### config.mk
export PLATFORM = sky130hd
export DESIGN_NAME = stream_reader_flat
export DESIGN_NICKNAME = d
export VERILOG_FILES = /design/src/rtl/stream_reader_if.sv /design/src/rtl/stream_reader.sv /design/src/flat_wrapper.sv
export SDC_FILE = /design/constraint.sdc
export NUM_CORES = 2
export LEC_CHECK = 0
export BUFFER_PORTS_ARGS = -buffer_cell sky130_fd_sc_hd__buf_2
export CORE_AREA = 2 2 536 538
export DETAILED_ROUTE_END_ITERATION = 8
export DIE_AREA = 0 0 538 540
export GPL_ROUTABILITY_DRIVEN = 0
export HOLD_SLACK_MARGIN = 0.15
export PLACE_DENSITY = 0.48
export RECOVER_POWER = 100
export SYNTH_ARGS = -nofsm -noshare
export SYNTH_HDL_FRONTEND = slang
export SYNTH_SLANG_ARGS = --single-unit
### constraint.sdc
create_clock -name clk -period 69 [get_ports clk]
set_clock_uncertainty 0.2 [all_clocks]
set_input_delay 10.35 -clock clk [delete_from_list [all_inputs] [get_ports clk]]
set_output_delay 10.35 -clock clk [all_outputs]
set_load 0.01 [all_outputs]
### src/rtl/stream_reader_if.sv
// stream_reader_if: job, read-request, completion, notify and data stream signals of stream_reader
interface stream_reader_if;
    logic         cfg_valid;
    logic         cfg_ready;
    logic [47:0]  cfg_vaddr;
    logic [31:0]  cfg_len;
    logic         sq_rd_valid;
    logic         sq_rd_ready;
    logic [47:0]  sq_rd_vaddr;
    logic [27:0]  sq_rd_len;
    logic [3:0]   sq_rd_strm;
    logic         sq_rd_last;
    logic         cq_rd_valid;
    logic         cq_rd_ready;
    logic         notify_valid;
    logic         notify_ready;
    logic [31:0]  notify_value;
    logic         in_tvalid;
    logic         in_tready;
    logic [511:0] in_tdata;
    logic [63:0]  in_tkeep;
    logic         out_tvalid;
    logic         out_tready;
    logic [511:0] out_tdata;
    logic [63:0]  out_tkeep;
    logic         out_tlast;
    logic         busy;

    modport slave (
        input  cfg_valid, cfg_vaddr, cfg_len, sq_rd_ready, cq_rd_valid, notify_ready,
               in_tvalid, in_tdata, in_tkeep, out_tready,
        output cfg_ready, sq_rd_valid, sq_rd_vaddr, sq_rd_len, sq_rd_strm, sq_rd_last,
               cq_rd_ready, notify_valid, notify_value, in_tready,
               out_tvalid, out_tdata, out_tkeep, out_tlast, busy
    );

    modport master (
        output cfg_valid, cfg_vaddr, cfg_len, sq_rd_ready, cq_rd_valid, notify_ready,
               in_tvalid, in_tdata, in_tkeep, out_tready,
        input  cfg_ready, sq_rd_valid, sq_rd_vaddr, sq_rd_len, sq_rd_strm, sq_rd_last,
               cq_rd_ready, notify_valid, notify_value, in_tready,
               out_tvalid, out_tdata, out_tkeep, out_tlast, busy
    );
endinterface

### src/rtl/stream_reader.sv
// stream_reader: splits a job into host read requests and forwards the returned beats with keep/last
module stream_reader #(
    parameter int AXI_STRM_ID           = 0,
    parameter int TRANSFER_LENGTH_BYTES = 4096,
    parameter int MAX_OUTSTANDING       = 4
) (
    input logic            clk,
    input logic            rst,
    stream_reader_if.slave bus
);
    localparam int              OW      = $clog2(MAX_OUTSTANDING + 1);
    localparam logic [31:0]     XFER    = 32'(TRANSFER_LENGTH_BYTES);
    localparam logic [OW-1:0]   MAX_OUT = OW'(MAX_OUTSTANDING);
    localparam logic [1:0]      IDLE    = 2'd0;
    localparam logic [1:0]      RUN     = 2'd1;
    localparam logic [1:0]      NOTIFY  = 2'd2;

    logic [1:0]    state_q, state_d;
    logic [47:0]   base_q;
    logic [31:0]   len_q, issued_q;
    logic [26:0]   beats_exp_q, in_beats_q, beats_exp_cfg;
    logic [32:0]   len_round;
    logic [OW-1:0] outst_q, outst_d;
    logic          done_q;
    logic          sq_valid_q, sq_last_q;
    logic [47:0]   sq_vaddr_q;
    logic [27:0]   sq_len_q, req_len;
    logic [31:0]   remaining;
    logic [511:0]  buf_data_q [2];
    logic [63:0]   buf_keep_q [2];
    logic          buf_last_q [2];
    logic          wr_q, rd_q;
    logic [1:0]    cnt_q;
    logic          cfg_hs, sq_hs, cq_hs, in_hs, out_hs, last_out, load, in_last;
    logic [63:0]   tail_keep, in_keep;

    assign cfg_hs    = bus.cfg_valid && state_q == IDLE;
    assign sq_hs     = sq_valid_q && bus.sq_rd_ready;
    assign cq_hs     = bus.cq_rd_valid && outst_q != '0;
    assign in_hs     = bus.in_tvalid && bus.in_tready;
    assign out_hs    = bus.out_tvalid && bus.out_tready;
    assign last_out  = out_hs && bus.out_tlast;
    assign remaining = len_q - issued_q;
    assign req_len   = remaining < XFER ? remaining[27:0] : XFER[27:0];
    assign outst_d   = (sq_hs && !cq_hs) ? outst_q + OW'(1) :
                       (cq_hs && !sq_hs) ? outst_q - OW'(1) : outst_q;
    // a new request is registered whenever the slot is free or being consumed and the window allows it
    assign load      = state_q == RUN && remaining != '0 && (!sq_valid_q || sq_hs) && outst_d < MAX_OUT;
    assign len_round = {1'b0, bus.cfg_len} + 33'd63;
    assign beats_exp_cfg = len_round[32:6];
    assign in_last   = in_beats_q == beats_exp_q - 27'd1;
    assign tail_keep = len_q[5:0] == 6'd0 ? {64{1'b1}} : ~({64{1'b1}} << len_q[5:0]);
    assign in_keep   = in_last ? tail_keep : {64{1'b1}};
    assign state_d   = (state_q == IDLE)   ? (bus.cfg_valid ? (bus.cfg_len != '0 ? RUN : NOTIFY) : IDLE) :
                       (state_q == RUN)    ? (((done_q || last_out) && outst_d == '0) ? NOTIFY : RUN) :
                       (state_q == NOTIFY) ? (bus.notify_ready ? IDLE : NOTIFY) : IDLE;

    assign bus.cfg_ready    = state_q == IDLE;
    assign bus.busy         = state_q != IDLE;
    assign bus.cq_rd_ready  = 1'b1;
    assign bus.sq_rd_valid  = sq_valid_q;
    assign bus.sq_rd_vaddr  = sq_vaddr_q;
    assign bus.sq_rd_len    = sq_len_q;
    assign bus.sq_rd_last   = sq_last_q;
    assign bus.sq_rd_strm   = 4'(AXI_STRM_ID);
    assign bus.notify_valid = state_q == NOTIFY;
    assign bus.notify_value = len_q;
    assign bus.in_tready    = state_q == RUN && in_beats_q != beats_exp_q && cnt_q != 2'd2;
    assign bus.out_tvalid   = cnt_q != 2'd0;
    assign bus.out_tdata    = buf_data_q[rd_q];
    assign bus.out_tkeep    = buf_keep_q[rd_q];
    assign bus.out_tlast    = buf_last_q[rd_q];

    // job control: FSM, request generation, outstanding window and beat accounting
    always_ff @(posedge clk or posedge rst) begin
        if (rst) begin
            state_q     <= IDLE;
            base_q      <= '0;
            len_q       <= '0;
            issued_q    <= '0;
            beats_exp_q <= '0;
            in_beats_q  <= '0;
            outst_q     <= '0;
            done_q      <= 1'b0;
            sq_valid_q  <= 1'b0;
            sq_vaddr_q  <= '0;
            sq_len_q    <= '0;
            sq_last_q   <= 1'b0;
        end else begin
            state_q    <= state_d;
            outst_q    <= outst_d;
            sq_valid_q <= load || (sq_valid_q && !sq_hs && state_q == RUN);
            if (cfg_hs) begin
                base_q      <= bus.cfg_vaddr;
                len_q       <= bus.cfg_len;
                issued_q    <= '0;
                in_beats_q  <= '0;
                beats_exp_q <= beats_exp_cfg;
                done_q      <= 1'b0;
            end else begin
                if (load) issued_q <= issued_q + {4'd0, req_len};
                if (in_hs) in_beats_q <= in_beats_q + 27'd1;
                if (last_out) done_q <= 1'b1;
            end
            if (load) begin
                sq_vaddr_q <= base_q + {16'd0, issued_q};
                sq_len_q   <= req_len;
                sq_last_q  <= remaining <= XFER;
            end
        end
    end

    // two-entry skid buffer between host data and user stream; keep/last are fixed up on entry
    always_ff @(posedge clk or posedge rst) begin
        if (rst) begin
            buf_data_q <= '{default: '0};
            buf_keep_q <= '{default: '0};
            buf_last_q <= '{default: 1'b0};
            wr_q       <= 1'b0;
            rd_q       <= 1'b0;
            cnt_q      <= 2'd0;
        end else begin
            if (in_hs) begin
                buf_data_q[wr_q] <= bus.in_tdata;
                buf_keep_q[wr_q] <= in_keep;
                buf_last_q[wr_q] <= in_last;
                wr_q             <= !wr_q;
            end
            if (out_hs) rd_q <= !rd_q;
            cnt_q <= cnt_q + {1'b0, in_hs} - {1'b0, out_hs};
        end
    end
endmodule

### src/flat_wrapper.sv
// flat-port wrapper written by rule: the top's interface ports become plain ports
module stream_reader_flat 
#(
    parameter int AXI_STRM_ID           = 0,
    parameter int TRANSFER_LENGTH_BYTES = 4096,
    parameter int MAX_OUTSTANDING       = 4
)
  (clk, rst, bus_cfg_valid, bus_cfg_vaddr, bus_cfg_len, bus_sq_rd_ready, bus_cq_rd_valid, bus_notify_ready, bus_in_tvalid, bus_in_tdata, bus_in_tkeep, bus_out_tready, bus_cfg_ready, bus_sq_rd_valid, bus_sq_rd_vaddr, bus_sq_rd_len, bus_sq_rd_strm, bus_sq_rd_last, bus_cq_rd_ready, bus_notify_valid, bus_notify_value, bus_in_tready, bus_out_tvalid, bus_out_tdata, bus_out_tkeep, bus_out_tlast, bus_busy);
  stream_reader_if bus_i ();
  input logic clk;
  input logic rst;
  input wire logic [$bits(bus_i.cfg_valid)-1:0] bus_cfg_valid;
  input wire logic [$bits(bus_i.cfg_vaddr)-1:0] bus_cfg_vaddr;
  input wire logic [$bits(bus_i.cfg_len)-1:0] bus_cfg_len;
  input wire logic [$bits(bus_i.sq_rd_ready)-1:0] bus_sq_rd_ready;
  input wire logic [$bits(bus_i.cq_rd_valid)-1:0] bus_cq_rd_valid;
  input wire logic [$bits(bus_i.notify_ready)-1:0] bus_notify_ready;
  input wire logic [$bits(bus_i.in_tvalid)-1:0] bus_in_tvalid;
  input wire logic [$bits(bus_i.in_tdata)-1:0] bus_in_tdata;
  input wire logic [$bits(bus_i.in_tkeep)-1:0] bus_in_tkeep;
  input wire logic [$bits(bus_i.out_tready)-1:0] bus_out_tready;
  output wire logic [$bits(bus_i.cfg_ready)-1:0] bus_cfg_ready;
  output wire logic [$bits(bus_i.sq_rd_valid)-1:0] bus_sq_rd_valid;
  output wire logic [$bits(bus_i.sq_rd_vaddr)-1:0] bus_sq_rd_vaddr;
  output wire logic [$bits(bus_i.sq_rd_len)-1:0] bus_sq_rd_len;
  output wire logic [$bits(bus_i.sq_rd_strm)-1:0] bus_sq_rd_strm;
  output wire logic [$bits(bus_i.sq_rd_last)-1:0] bus_sq_rd_last;
  output wire logic [$bits(bus_i.cq_rd_ready)-1:0] bus_cq_rd_ready;
  output wire logic [$bits(bus_i.notify_valid)-1:0] bus_notify_valid;
  output wire logic [$bits(bus_i.notify_value)-1:0] bus_notify_value;
  output wire logic [$bits(bus_i.in_tready)-1:0] bus_in_tready;
  output wire logic [$bits(bus_i.out_tvalid)-1:0] bus_out_tvalid;
  output wire logic [$bits(bus_i.out_tdata)-1:0] bus_out_tdata;
  output wire logic [$bits(bus_i.out_tkeep)-1:0] bus_out_tkeep;
  output wire logic [$bits(bus_i.out_tlast)-1:0] bus_out_tlast;
  output wire logic [$bits(bus_i.busy)-1:0] bus_busy;
  assign bus_i.cfg_valid = bus_cfg_valid;
  assign bus_i.cfg_vaddr = bus_cfg_vaddr;
  assign bus_i.cfg_len = bus_cfg_len;
  assign bus_i.sq_rd_ready = bus_sq_rd_ready;
  assign bus_i.cq_rd_valid = bus_cq_rd_valid;
  assign bus_i.notify_ready = bus_notify_ready;
  assign bus_i.in_tvalid = bus_in_tvalid;
  assign bus_i.in_tdata = bus_in_tdata;
  assign bus_i.in_tkeep = bus_in_tkeep;
  assign bus_i.out_tready = bus_out_tready;
  assign bus_cfg_ready = bus_i.cfg_ready;
  assign bus_sq_rd_valid = bus_i.sq_rd_valid;
  assign bus_sq_rd_vaddr = bus_i.sq_rd_vaddr;
  assign bus_sq_rd_len = bus_i.sq_rd_len;
  assign bus_sq_rd_strm = bus_i.sq_rd_strm;
  assign bus_sq_rd_last = bus_i.sq_rd_last;
  assign bus_cq_rd_ready = bus_i.cq_rd_ready;
  assign bus_notify_valid = bus_i.notify_valid;
  assign bus_notify_value = bus_i.notify_value;
  assign bus_in_tready = bus_i.in_tready;
  assign bus_out_tvalid = bus_i.out_tvalid;
  assign bus_out_tdata = bus_i.out_tdata;
  assign bus_out_tkeep = bus_i.out_tkeep;
  assign bus_out_tlast = bus_i.out_tlast;
  assign bus_busy = bus_i.busy;
  stream_reader #(.AXI_STRM_ID(AXI_STRM_ID), .TRANSFER_LENGTH_BYTES(TRANSFER_LENGTH_BYTES), .MAX_OUTSTANDING(MAX_OUTSTANDING)) u_core (.clk(clk), .rst(rst), .bus(bus_i));
endmodule
==> metrics.md <==
| Metric | Value |
|---|---|
| Result of the run | `finished, violations left` |
| Violated checks | `max-capacitance violations, max-slew violations` |
| Ys flop type | `sky130_fd_sc_hd__dfrtp_1` |
| Fraction of registers with async set or reset after synthesis | `100%` |
| Commonest cells in the netlist | `3539 x sky130_fd_sc_hd__nand2_1, 1408 x sky130_fd_sc_hd__dfrtp_1, 579 x sky130_fd_sc_hd__mux2_2` |
| Die area | `0.291 sq mm` |
| Register bit total from synthesis | `1408` |
| Clock tree root buffer cell | `sky130_fd_sc_hd__clkbuf_16` |
| Remaining global-route overflow | `0` |
| Met3 Usage GRT | `6.54%` |
| Worst R2R Setup Slack | `53.11 ns` |
| # IOs | `1361` |
| Register clock-pin slew on the reported worst setup and hold paths | `0.06 ns` |
| Vias in the first global route | `57000` |
| Clock share of power | `41.1%` |
| Count of distinct cell types in the synthesized netlist | `78` |
| Crit path capture type | `async pin` |
| FP Rows | `196` |
| RSZ-0062 raised after global routing | `false` |
| Number of buffers inserted to repair setup after CTS | `0` |
| Overall power consumption | `2.24 mW` |
| Start point of the critical path | `rst` |
| Pin count of the biggest net entering global routing | `173` |
| Count of endpoints failing hold in the final timing report | `0` |
| Synthesized area per cell | `8.88 sq um` |
| Fill count | `30300` |
| Max Slew Vio Count | `4040` |
| Switching pwr | `683 uW` |
| Slew at the pin with the worst max-slew slack | `10.15 ns` |
| Number of violations reported at the end of detailed-routing iteration 0 | `3790` |
| Hold-critical path depth | `1` |
| Internal Power | `1.56 mW` |
| Path class of the lowest-slack min-delay path | `reg -> reg` |
| Combinational share of power | `20.0%` |
| Portion of synthesized cell area occupied by the leading cell type | `52.9%` |
| Overall die width | `538 um` |
| Port-buffer cells | `1291` |
| # nets final | `9393` |
| Sort of element at the start of the critical path | `primary input` |
| Layer carrying the most global-route usage | `met2` |
| Post-route worst hold slack | `0.261 ns` |
| Worst R2R End | `u_core.buf_data_q[569]` |
| Sw Ratio | `30.5%` |
| Clock tree from TritonCTS | `yes` |
| Count of flip-flops with a built-in enable after synthesis | `0` |
| Sequential group share of total power | `38.8%` |
| PostCTS Resize Cnt | `0` |
| Vertical die dimension | `540 um` |
| Cell count after synthesis | `7505` |
| Buffer levels on the longest clock path | `4` |
| Startpoint of the worst hold path | `u_core.buf_keep_q[0]` |
| Per-cell via count in the routed design | `4.53` |
| Sink Count | `1408` |
| Worst Path Required | `67.39 ns` |
| Final HPWL from detailed placement | `197000 um` |
| Global routing met2 resource utilization | `29.4%` |
| Number of cells after detailed placement | `12200` |
| Arrival time at the worst endpoint | `29.87 ns` |
| Clock insertion delay at the later pin of the skew report | `0.85 ns` |
| First-pass detailed-route iteration total | `6` |
| Count of hold buffers inserted by post-cts repair | `0` |
| Count of unresolved DRC violations after routing | `0` |
| Peak clock frequency supported by timing | `31.8 MHz` |
| H-tree depth | `4` |
| Setup tns final | `0 ns` |
| TritonCTS buffer count | `173` |
| Portion of the post-synthesis area used by sequential elements | `52.9%` |
| Critical path peak fanout | `172` |
| Part of the cycle the worst path needs | `45.6%` |
| Yosys top cell by area | `sky130_fd_sc_hd__dfrtp_1` |
| Final std cells w/o fill | `12600` |
| Setup CP Type | `in -> async` |
| Worst slew slack as a fraction of its limit | `-577%` |
| Lkg Pwr | `43.4 nW` |
| Number of antenna violations at the first check in global routing | `131` |
| Worst Reg2Reg Path Length in Cells | `12` |
| Final setup violating endpoints | `0` |
| Routed via count | `57000` |
| Warning count from the yosys run | `0` |
| Most common cell in the synthesized netlist | `sky130_fd_sc_hd__nand2_1` |
| WL final | `273000 um` |
| Met1 Usage GRT | `21.5%` |
| # Max-Cap Violations | `54` |
| Remaining number of nets flagged by the antenna check after routing | `0` |
| Most area-consuming cells after synthesis | `sky130_fd_sc_hd__dfrtp_1 53%, sky130_fd_sc_hd__nand2_1 20%, sky130_fd_sc_hd__mux2_2 9.8%` |
| Initial Utilization | `23.4%` |
| P&R area growth vs syn | `22.6%` |
| Hold-critical path endpoint | `u_core.buf_keep_q[0]` |
| Time the final worst path needs with I/O delays and setup | `31.48 ns` |
| Wirelength per Cell | `21.7 um` |
| Wire length of the first global-routing pass | `393000 um` |
| Proportion of layout cells with a drive suffix above 1 | `17.2%` |
| FF-to-FF Start | `u_core.beats_exp_q[19]` |
| Power density of the placed cells | `27.4 mW/mm^2` |
| Post-synthesis cell area | `0.0667 sq mm` |
| Area of the core region | `0.284 sq mm` |
| Max rail drop VDD | `32.1 uV` |
| Total routing usage reported by global routing | `18.1%` |
[worst max path at each step]
stage,endpoint
after detailed placement,u_core.buf_data_q[213]
after global placement,u_core.buf_data_q[213]
after global routing,u_core.buf_data_q[587]
final,u_core.buf_data_q[533]
after floorplan,u_core.base_q[0]
after CTS,u_core.buf_data_q[204]
[cell families after synthesis]
kind of cell             count (synthesis)  synth area share, %
XOR/XNOR                               188                 2.47
AND/OR/NAND/NOR                       4098                 24.2
flip-flops                            1408                 52.9
multiplexers                           587                 9.90
other                                    2               0.0113
AO/OA/AOI/OAI                          604                 5.68
adder cells (fa/ha/maj)                100                 1.91
buffers and inverters                  518                 3.00
[per-layer routing]
layer / vias up / wire (um)
met5: - / 453
met2: 1930 / 127000
met3: 496 / 26400
li1: 26500 / -
met1: 28000 / 108000
met4: 68 / 11300
[through the flow]
stage | setup slack (ns) | instance area, sq um | utilization, %
after global routing | 33.36 | 81600 | 28.7
after global placement | 52.43 | 76900 | 27.0
after floorplan | 18.75 | 66700 | -
after CTS | 53.38 | 82600 | 29.0
final | 37.52 | 81700 | 28.7
after detailed placement | 52.45 | 76900 | 27.0
[worst max-delay path: stages]
cell,delay [ns]
sky130_fd_sc_hd__buf_2,0.10
sky130_fd_sc_hd__clkinvlp_2,2.82
sky130_fd_sc_hd__clkbuf_1,2.57
sky130_fd_sc_hd__clkbuf_1,2.86
sky130_fd_sc_hd__clkbuf_1,2.65
sky130_fd_sc_hd__clkbuf_1,1.62
sky130_fd_sc_hd__clkbuf_1,6.52
[layout by cell type (no fill, tap or decap), types with 34 or more instances in the layout]
cell | netlist | layout
sky130_fd_sc_hd__dfrtp_1 | 1408 | 1408
sky130_fd_sc_hd__a31oi_1 | 124 | 124
sky130_fd_sc_hd__a21oi_1 | 118 | 118
sky130_fd_sc_hd__xnor2_1 | 104 | 104
sky130_fd_sc_hd__mux2_2 | 579 | 477
sky130_fd_sc_hd__xor2_1 | 84 | 84
sky130_fd_sc_hd__buf_2 | 21 | 709
sky130_fd_sc_hd__o21ai_0 | 181 | 182
sky130_fd_sc_hd__nor2_1 | 247 | 246
sky130_fd_sc_hd__nand3_1 | 78 | 78
sky130_fd_sc_hd__clkbuf_1 | 394 | 677
sky130_fd_sc_hd__nand4_1 | 34 | 34
sky130_fd_sc_hd__inv_1 | 87 | 86
sky130_fd_sc_hd__clkbuf_16 | 0 | 176
sky130_fd_sc_hd__diode_2 | 0 | 60
sky130_fd_sc_hd__a21o_1 | 49 | 49
sky130_fd_sc_hd__mux2_1 | 0 | 102
sky130_fd_sc_hd__ha_1 | 97 | 97
sky130_fd_sc_hd__nand2_1 | 3539 | 3539
[power by group through the flow]
stage	Sequential (mW)	Clock [mW]	Combinational [mW]
2_1_floorplan	0.878	0	0.292
3_3_place_gp	0.886	0	0.425
3_5_place_dp	0.886	0	0.429
4_1_cts	0.872	0.951	0.430
5_1_grt	0.874	0.984	0.488
6_report	0.871	0.923	0.449
[layout make-up]
class | count | area [sq um] | share of cell area [%]
Antenna cell | 60 | 150 | 0.184
Clock buffer | 257 | 5040 | 6.17
Clock inverter | 56 | 659 | 0.807
Inverter | 87 | 328 | 0.401
Multi-Input combinational cell | 5597 | 29500 | 36.1
Sequential cell | 1408 | 35200 | 43.1
Tap cell | 3762 | 4710 | 5.76
Timing Repair Buffer | 1362 | 6090 | 7.45
[registers in the layout, indices dropped and copies added (netlist names)]
signal,flops
u_core.buf_data_q,1024
u_core.buf_keep_q,128
u_core.base_q,48
u_core.bus.sq_rd_vaddr,48
u_core.bus.notify_value,32
u_core.issued_q,32
u_core.bus.sq_rd_len,28
u_core.beats_exp_q,27
u_core.in_beats_q,27
u_core.outst_q,3
u_core.buf_last_q,2
u_core.cnt_q,2
u_core.state_q,2
u_core.bus.sq_rd_last,1
u_core.bus.sq_rd_valid,1
u_core.done_q,1
u_core.rd_q,1
u_core.wr_q,1
No activity file was read; power rests on OpenSTA's default activity.
